<file path="src/rtl/rvfi_bmc_env_ctrl.sv">
// rvfi_bmc_env_ctrl: environment controller for RVFI formal/BMC benches.
//   Drives the core reset release, the checker enable at a configurable depth
//   (pulse or level), per-channel memory stall watchdogs, and an env_ok qualifier.
// Ports:
//   clk, reset (sync, active-high), trap, mem_valid[NCH], mem_ready[NCH]
//   core_resetn, check_enable, cycle[CW], wait_cnt[NCH*WW], wait_violation[NCH], env_ok
// Optional: define RISCV_FORMAL_TRAP_STOP_EN to make a trap end the environment
//   (env_ok forced low, level-mode check_enable dropped). Default build ignores trap.
module rvfi_bmc_env_ctrl #(
  parameter int NCH          = 1,
  parameter int CW           = 8,
  parameter int DEPTH        = 20,
  parameter int RESET_CYCLES = 1,
  parameter int CHECK_MODE   = 0,
  parameter int MAX_WAIT     = 4,
  parameter int WW           = 4
) (
  input  logic              clk,
  input  logic              reset,
  input  logic              trap,
  input  logic [NCH-1:0]    mem_valid,
  input  logic [NCH-1:0]    mem_ready,
  output logic              core_resetn,
  output logic              check_enable,
  output logic [CW-1:0]     cycle,
  output logic [NCH*WW-1:0] wait_cnt,
  output logic [NCH-1:0]    wait_violation,
  output logic              env_ok
);

  localparam logic [CW-1:0] CYC_MAX  = '1;
  localparam logic [CW-1:0] DEPTH_C  = CW'(DEPTH);
  localparam logic [WW-1:0] WAIT_MAX = '1;
  localparam logic [WW-1:0] MW_C     = WW'(MAX_WAIT);

  logic rel_now;       // cycle has reached the reset-release point
  logic at_depth;
  logic ce_nxt;
  logic trap_stop;     // environment terminated by a trap

  // With a single reset cycle the release condition is unconditionally true;
  // splitting it out avoids an always-true unsigned compare.
  generate
    if (RESET_CYCLES <= 1) begin : g_rel_imm
      assign rel_now = 1'b1;
    end else begin : g_rel_cmp
      assign rel_now = (cycle >= CW'(RESET_CYCLES - 1));
    end
  endgenerate

  assign at_depth = (cycle == DEPTH_C);

`ifdef RISCV_FORMAL_TRAP_STOP_EN
  logic trap_seen;

  // Traps are only meaningful once the core is out of reset.
  always_ff @(posedge clk) begin
    if (reset) begin
      trap_seen <= 1'b0;
    end else if (trap && core_resetn) begin
      trap_seen <= 1'b1;
    end
  end

  assign trap_stop = trap_seen;
`else
  logic unused_trap;
  assign unused_trap = trap;
  assign trap_stop   = 1'b0;
`endif

  // Pulse mode re-derives the enable from the compare each cycle, so it only
  // fires once: cycle saturates above DEPTH and never equals it again.
  // Level mode latches the compare and is cleared only by a trap stop.
  generate
    if (CHECK_MODE == 0) begin : g_ce_pulse
      assign ce_nxt = at_depth;
    end else begin : g_ce_level
      assign ce_nxt = (check_enable | at_depth) & ~trap_stop;
    end
  endgenerate

  always_ff @(posedge clk) begin
    if (reset) begin
      cycle        <= '0;
      core_resetn  <= 1'b0;
      check_enable <= 1'b0;
    end else begin
      if (cycle != CYC_MAX) begin
        cycle <= cycle + CW'(1);
      end
      if (rel_now) begin
        core_resetn <= 1'b1;
      end
      check_enable <= ce_nxt;
    end
  end

  // Per-channel stall watchdog. A stall observed while the counter already
  // holds MAX_WAIT is the first stall beyond the permitted bound.
  generate
    for (genvar i = 0; i < NCH; i++) begin : g_ch
      logic [WW-1:0] cnt_q;
      logic          viol_q;
      logic          stall;

      assign stall = mem_valid[i] & ~mem_ready[i];

      always_ff @(posedge clk) begin
        if (reset) begin
          cnt_q  <= '0;
          viol_q <= 1'b0;
        end else if (!core_resetn) begin
          cnt_q <= '0;
        end else if (stall) begin
          if (cnt_q != WAIT_MAX) begin
            cnt_q <= cnt_q + WW'(1);
          end
          if (cnt_q >= MW_C) begin
            viol_q <= 1'b1;
          end
        end else begin
          cnt_q <= '0;
        end
      end

      assign wait_cnt[i*WW +: WW] = cnt_q;
      assign wait_violation[i]    = viol_q;
    end
  endgenerate

  assign env_ok = ~(|wait_violation) & ~trap_stop;

endmodule
</file>
<file path="config.mk">
export PLATFORM = sky130hd
export DESIGN_NAME = rvfi_bmc_env_ctrl
export DESIGN_NICKNAME = d
export VERILOG_FILES = /design/src/rtl/rvfi_bmc_env_ctrl.sv
export SDC_FILE = /design/constraint.sdc
export NUM_CORES = 1
export LEC_CHECK = 0
export BUFFER_PORTS_ARGS = -buffer_cell sky130_fd_sc_hd__buf_2
export CORE_UTILIZATION = 45
export CTS_BUF_LIST = sky130_fd_sc_hd__clkbuf_4
export CTS_CLUSTER_SIZE = 30
export DETAILED_ROUTE_END_ITERATION = 6
export GPL_TIMING_DRIVEN = 0
export PLACE_DENSITY = 0.8
export SETUP_SLACK_MARGIN = 0.02
export SLEW_MARGIN = 25
export SYNTH_ARGS = -nofsm -noshare
export SYNTH_HDL_FRONTEND = slang
export SYNTH_SLANG_ARGS = --single-unit
</file>
<file path="constraint.sdc">
create_clock -name clk -period 1.7 [get_ports clk]
set_input_delay 0.085 -clock clk [delete_from_list [all_inputs] [get_ports clk]]
set_output_delay 0.085 -clock clk [all_outputs]
set_load 0.01 [all_outputs]
</file>
# Word level (Yosys, flattened, before mapping)
# Index checks and enable logic that the tools add are counted.
[word_totals]
ff_bits = 15
output_inout_bits = 16
in_bits = 5
[classes]
n_addsub = 2
mux = 1
reduce_logical = 2
n_lt_le_gt_ge = 1
bitwise = 5
eq_ne = 3
[ops]
columns = ["operator", "count"]
rows = [
  ["8-bit by 1-bit adder with 8-bit output, second input constant", 1],
  ["8-bit by 5-bit == test with 1-bit output, second input constant", 1],
  ["8-bit != test, second input constant", 1],
  ["4-bit by 1-bit adder with 4-bit output, second input constant", 1],
  ["4-bit by 3-bit greater-or-equal comparator with 1-bit output, second input constant", 1],
  ["4-bit != test, second input constant", 1],
  ["1-bit inverter", 4],
  ["3-bit AND reduction", 1],
  ["3-bit OR reduction", 1],
  ["1-bit bitwise AND", 1],
  ["1-bit two-way mux", 1],
]

# Longest topological paths before layout
# Gate-level depths: netlist of run 1.
[logic_depth]
ltp_word = 4
mapped_depth = 5
ltp_nobuf = 4

# Worst setup path before layout of run 1
# Ideal clock, no wire load.
[synth_path]
path_type = "reg-to-reg"
from = "reg cycle[0]"
to = "reg cycle[5]"
period_less_slack_ps = 1578
path_buffers = 1
setup_time_ps = 121
slack_ps = 122
arrival_time_ps = 1457
stages_incl_launch_ff = 6
cell_sequence = "dfxtp_1 > ha_1 > and4_4 > buf_6 > a211oi_4 > mux2_4"
[synth_via]
elab_chain_cells = 1
word_cells_on_any_way = 2
cone_classes = "add/sub: 1; eq/ne: 1"
[synth_lines]
columns = ["item", "line", "rtl"]
rows = [
  ["start: declaration", "25", "output logic [CW-1:0] cycle,"],
  ["start signal: assignment", "90", "cycle <= cycle + CW'(1);"],
  ["8-bit by 1-bit adder with 8-bit output or 8-bit != test (tied branches)", "90, 89", ""],
]
# Parallel ways exist; a longest one is shown, timed or not.
# A chain may end at the register's enable or synchronous reset.

# Final worst setup path of run 1
# Ends and elaborated chain as after synthesis.

==> results of run 1 <==
-- state kept, by name, summed over array words and instances, names as in the netlist --
register and count:
wait_cnt 4, cycle 8, core_resetn 1, wait_violation 1, check_enable 1
-- metal layers --
layer	up-vias	routed length, um	GRT usage (%)
li1	335	-	-
met1	332	686	22.2
met2	19	684	26.8
met3	4	54	5.60
met4	0	20	10.6
met5	-	0	0
-- cell usage after synthesis (all sizes together), types with 3 or more instances --
cell type / number
nor2: 9
ha: 3
nand2: 3
a21oi: 5
dfxtp: 15
inv: 5
nand3: 6
buf: 4
a211oi: 3
nor3: 7
-- worst paths after layout --
path,endpoint,slack [ns],cells after the start
max,cycle[5],0.12,5
min reg2reg,wait_violation,0.50,2
min,cycle[1],0.12,3
max reg2reg,cycle[5],0.12,5
-- report_power, final --
part	switching (mW)	leakage [nW]	total [mW]	internal (mW)
Combinational	0.0231	0.243	0.0432	0.0201
Clock	0.105	0.0184	0.211	0.107
Sequential	0.0107	0.122	0.370	0.359
Total	0.138	0.384	0.624	0.486
-- final cells by class --
| cell class | count | area share [%] |
|---|---|---|
| multi-input combinational | 56 | 42.3 |
| tap | 16 | 2.27 |
| sequential | 15 | 34.0 |
| inverter | 5 | 2.13 |
| clock buffer | 4 | 3.40 |
| timing repair buffer | 19 | 10.8 |
| buffer | 4 | 5.11 |
-- worst register-to-register path, delay by kind of cell (launching register included) --
family	cells	cell delay, ns
AOI/OAI and AO/OA	1	0.24
adders and majority gates	1	0.23
buffers and inverters	1	0.13
DFF	1	0.37
muxes	1	0.31
and+or+nand+nor	1	0.20
-- per-stage QoR --
step | util [%] | cell area [um^2] | power [mW]
2_1_floorplan | - | 734 | 0.403
4_1_cts | 57.7 | 880 | 0.631
3_5_place_dp | 55.7 | 850 | 0.421
6_report | 57.9 | 882 | 0.624
3_3_place_gp | 55.7 | 850 | 0.419
5_1_grt | 57.9 | 882 | 0.660
-- cell families after synthesis --
family	count (synthesis)	synth area share (%)
muxes	2	3.41
and+or+nand+nor	38	29.3
adders and majority gates	3	5.11
AOI/OAI and AO/OA	12	11.4
DFF	15	40.9
buffers and inverters	9	8.69
xor gates and xnor gates	1	1.19
==> flow_metrics.env, run 1 <==
export IMPL_grt_pass1_wl_mm=2.39
export IMPL_cts_hold_buf=0
export IMPL_cts_resized_gates=0
export IMPL_vias=690
export IMPL_p_per_area_nw_per_um2=708
export IMPL_worstSkewPairLatency_ns=0.27
export IMPL_final_antenna_net_count=0
export IMPL_slew_viol_final=0
export IMPL_rsz0062_at_grt="false"
export IMPL_overflow=0
export IMPL_fmax_mhz=633
export IMPL_synth_edff_count=0
export IMPL_yosys_area_top_type="dfxtp_1"
export IMPL_cp_slowest_cell="dfxtp_1"
export IMPL_hold_class="primary input to register"
export IMPL_grt_pass1_vias=550
export IMPL_rr_startpoint="cycle[0]"
export IMPL_fillers=151
export IMPL_numCtsBuffers=3
export IMPL_core_um2=1520
export IMPL_drt_iter0_drc=19
export IMPL_cts_tree="done"
export IMPL_hold_viol_final=0
export IMPL_antenna_found_initial=0
export IMPL_relSlewSlack_pct=79.3
export IMPL_worst_ep_arrival_time_ns=1.75
export IMPL_area_growth_pct=20.1
export IMPL_synth_cells=80
export IMPL_skew_ns=0.00259
export IMPL_setup_viol=0
export IMPL_multi_input_comb_area_um2=373
export IMPL_async_flop_share_pct=0
export IMPL_synth_cell_types=26
export IMPL_seq_area_frac_synth_pct=40.9
export IMPL_cts_path_max_buffers=2
export IMPL_tns_ns=0
export IMPL_ys_seq_elements=15
export IMPL_portBuffers=19
export IMPL_io_pins=21
export IMPL_crit_required_ns=1.87
export IMPL_min_delay_start="reset"
export IMPL_synth_top_area_share_pct=40.9
export IMPL_final_common_cell="buf_2"
export IMPL_crit_path_start="cycle[0]"
export IMPL_timing_hold_ws_ns=0.117
export IMPL_post_place_ws_ns=0.0826
export IMPL_path_cells="ha_2, and4_4, buf_6, a211oi_4, mux2_4"
export IMPL_syn_area_um2=734
export IMPL_wl_per_cell_um=12.1
export IMPL_cts_setup_buffers=0
export IMPL_period_minus_slack_ns=1.58
export IMPL_num_rows=14
export IMPL_start_kind="register"
export IMPL_path_delay_family="flip-flops"
export IMPL_critPathBufInv=1
export IMPL_dieArea_um2=1800
export IMPL_start_util_pct=48.2
export IMPL_worst_slack_ns=0.121
export IMPL_seqCellArea_um2=300
export IMPL_status="completed"
export IMPL_clk_pin_slew_ns=0.08
export IMPL_endpoint_kind="register"
export IMPL_wl_mm=1.45
export IMPL_place_gp_congestion=0.808
export IMPL_ys_top_cells_by_area="dfxtp_1, buf_6, ha_1"
export IMPL_worst_pin_slew_ns=0.306
export IMPL_diodes=0
export IMPL_grt_usage_pct=17.8
export IMPL_drcViolationCount=0
export IMPL_cp_max_fo=6
export IMPL_synth_warnings=0
export IMPL_critical_path_class="register to register"
export IMPL_die_y_um=42.4
export IMPL_synth_nets=88
export IMPL_grt_start_max_net_pins=11
export IMPL_cts_htree_levels=1
export IMPL_clockRootBuffer="clkbuf_4"
export IMPL_leakagePower_nw=0.384
export IMPL_fin_cells=119
export IMPL_crit_path_max_incr_delay_ns=0.37
export IMPL_final_cell_mix="buf_2, dfxtp_1, nor2_1, nor3_1, nand3_1"
export IMPL_die_x_um=42.4
export IMPL_clock_sinks=15
export IMPL_placed_cells=115
export IMPL_ir_drop_v=0.000321
export IMPL_finalCritPeriodShare_pct=92.9
export IMPL_first_pass_iters=4
export IMPL_drive_above_1_share_pct=31.1
export IMPL_avgSynthCellArea_um2=9.18
export IMPL_synth_ff_type="dfxtp_1"
export IMPL_cap_violations=0
export IMPL_hpwl_mm=1.04
export IMPL_fin_nets=112
export IMPL_vias_per_cell=5.80
No activity file was read; power rests on OpenSTA's default activity.
==> run 2: changes to the inputs <==
- CORE_UTILIZATION: 45 -> 52
- PLACE_DENSITY: 0.8 -> 0.89
==> run 2 against run 1 <==
Effect of this change:
- largest power group unchanged
- critical endpoint unchanged
- largest cell class unchanged
- global-route usage up 7.0 points
- highest routed layer unchanged
- first-iteration DRC count down 21%
- total power down 0.54%
- core utilization up 9.6 points
- flip-flop and latch count unchanged
- cell count down 0.84%
- critical path depth unchanged
- design area down 0.43%
==> flow_metrics.env, run 2 (synthesized netlist as in run 1, its figures left out) <==
export IMPL_fin_nets=112
export IMPL_worstSkewPairLatency_ns=0.29
export IMPL_setup_viol=0
export IMPL_crit_path_max_incr_delay_ns=0.36
export IMPL_wl_per_cell_um=12.8
export IMPL_ff2ff_path_depth=5
export IMPL_path_cells="ha_2, and4_4, buf_6, a211oi_4, mux2_4"
export IMPL_clk_pin_slew_ns=0.09
export IMPL_fin_cells=118
export IMPL_p_per_area_nw_per_um2=707
export IMPL_r2r_end="cycle[5]"
export IMPL_diodes=0
export IMPL_portBuffers=19
export IMPL_hold_viol_final=0
export IMPL_slew_viol_final=0
export IMPL_clock_sinks=15
export IMPL_finalCritPeriodShare_pct=91.7
export IMPL_drive_above_1_share_pct=31.1
export IMPL_hpwl_mm=1.03
export IMPL_start_kind="register"
export IMPL_drcViolationCount=0
export IMPL_cts_htree_levels=1
export IMPL_crit_path_start="cycle[0]"
export IMPL_critical_path_class="register to register"
export IMPL_utilization_pct=67.5
export IMPL_grt_busiest_layer="met2"
export IMPL_fmax_mhz=642
export IMPL_placed_area_um2=848
export IMPL_drt_iter0_drc=15
export IMPL_period_minus_slack_ns=1.56
export IMPL_placed_cells=114
export IMPL_rsz0062_at_grt="false"
export IMPL_clockRootBuffer="clkbuf_4"
export IMPL_core_um2=1300
export IMPL_vias_per_cell=5.91
export IMPL_num_rows=13
export IMPL_antenna_found_initial=0
export IMPL_vias=697
export IMPL_grt_pass1_vias=612
export IMPL_die_y_um=39.6
export IMPL_dieArea_um2=1570
export IMPL_tns_ns=0
export IMPL_crit_required_ns=1.89
export IMPL_final_antenna_net_count=0
export IMPL_die_x_um=39.6
export IMPL_regMostFlops="cycle"
export IMPL_area_growth_pct=19.6
export IMPL_cap_violations=0
export IMPL_start_util_pct=56.4
export IMPL_endpoint_kind="register"
export IMPL_hold_class="primary input to register"
export IMPL_finalPower_uw=621
export IMPL_grtUsageMet1_pct=28.0
export IMPL_first_pass_iters=4
export IMPL_final_common_cell="buf_2"
export IMPL_io_pins=21
export IMPL_final_cell_mix="buf_2, dfxtp_1, nor2_1, nor3_1, nand3_1"
export IMPL_overflow=0
export IMPL_grt_usage_pct=24.8
export IMPL_rr_startpoint="cycle[0]"
export IMPL_r2r_slack_ns=0.14
export IMPL_worst_pin_slew_ns=0.293
export IMPL_relSlewSlack_pct=80.5
export IMPL_largest_reg_flops=8
export IMPL_cts_path_max_buffers=2
export IMPL_final_area_um2=878
export IMPL_fillers=105
export IMPL_endpoint="cycle[5]"
export IMPL_place_gp_congestion=0.836
export IMPL_use_met2_pct=40.6
export IMPL_cts_tree="done"
export IMPL_numCtsBuffers=3
export IMPL_met3_usage_pct=6.82
export IMPL_cp_slowest_cell="dfxtp_1"
export IMPL_hold_depth=3
export IMPL_ir_drop_v=0.000334
export IMPL_grt_start_max_net_pins=11
export IMPL_grt_pass1_wl_mm=2.50
export IMPL_cp_max_fo=6
export IMPL_leakagePower_nw=0.383
export IMPL_wl_mm=1.52
export IMPL_cts_setup_buffers=0
export IMPL_skew_ns=0.000398
export IMPL_worst_ep_arrival_time_ns=1.74
export IMPL_status="completed"
==> run 2: changes by cell type in the layout (fill, tap and decap cells not counted), sizes merged <==
cell,before,now
clkinv,0,1
clkbuf,4,3
==> run 2: where the power goes <==
group          internal [mW]  switching [mW]
logic                 0.0203          0.0232
registers              0.359          0.0107
clock network         0.0875           0.120
total                  0.467           0.154
==> run 2: what timing repair did <==
item / CTS / global route
endpoints found under the setup margin: 0 / 1
resized for setup: 0 / 1
hold buffers: 0 / 0
==> run 2: how the worst min path moves through the flow <==
stage / from / endpoint / slack, ns
after CTS: reset / cycle[1] / 0.11
after global routing: reset / cycle[1] / 0.10
final: reset / cycle[1] / 0.11
after detailed placement: reset / cycle[1] / 0.41
after global placement: reset / cycle[1] / 0.41
after floorplan: reset / cycle[1] / 0.27
==> run 2: routing by layer <==
layer	vias to the layer above	part of all wire (%)
met1	318	42
met2	36	48
li1	336	-
met5	-	0
met3	7	6.7
met4	0	3.6
==> run 2: final cells by class <==
cell class / instances / area [um^2] / area share (%)
clock inverters: 1 / 5.00 / 0.570
inverters: 5 / 18.8 / 2.14
clock buffers: 3 / 22.5 / 2.56
plain buffers: 4 / 45.0 / 5.13
well taps: 15 / 18.8 / 2.14
multi-input cells: 56 / 373 / 42.5
repair buffers: 19 / 95.1 / 10.8
flip-flops and latches: 15 / 300 / 34.2
==> run 2: metrics by stage <==
step / setup slack (ns) / hold WS, ns
floorplan: 0.122 / 0.274
global placement: 0.0999 / 0.411
detailed placement: 0.103 / 0.412
CTS: 0.0912 / 0.111
global route: 0.0789 / 0.102
finish: 0.141 / 0.105
==> run 2: worst max-delay path: cells and delay by family, from the launching register on <==
kind,cells,cell delay [ns]
DFF,1,0.36
muxes,1,0.31
adders and majority gates,1,0.23
AOI/OAI and AO/OA,1,0.23
and+or+nand+nor,1,0.19
buffers and inverters,1,0.13
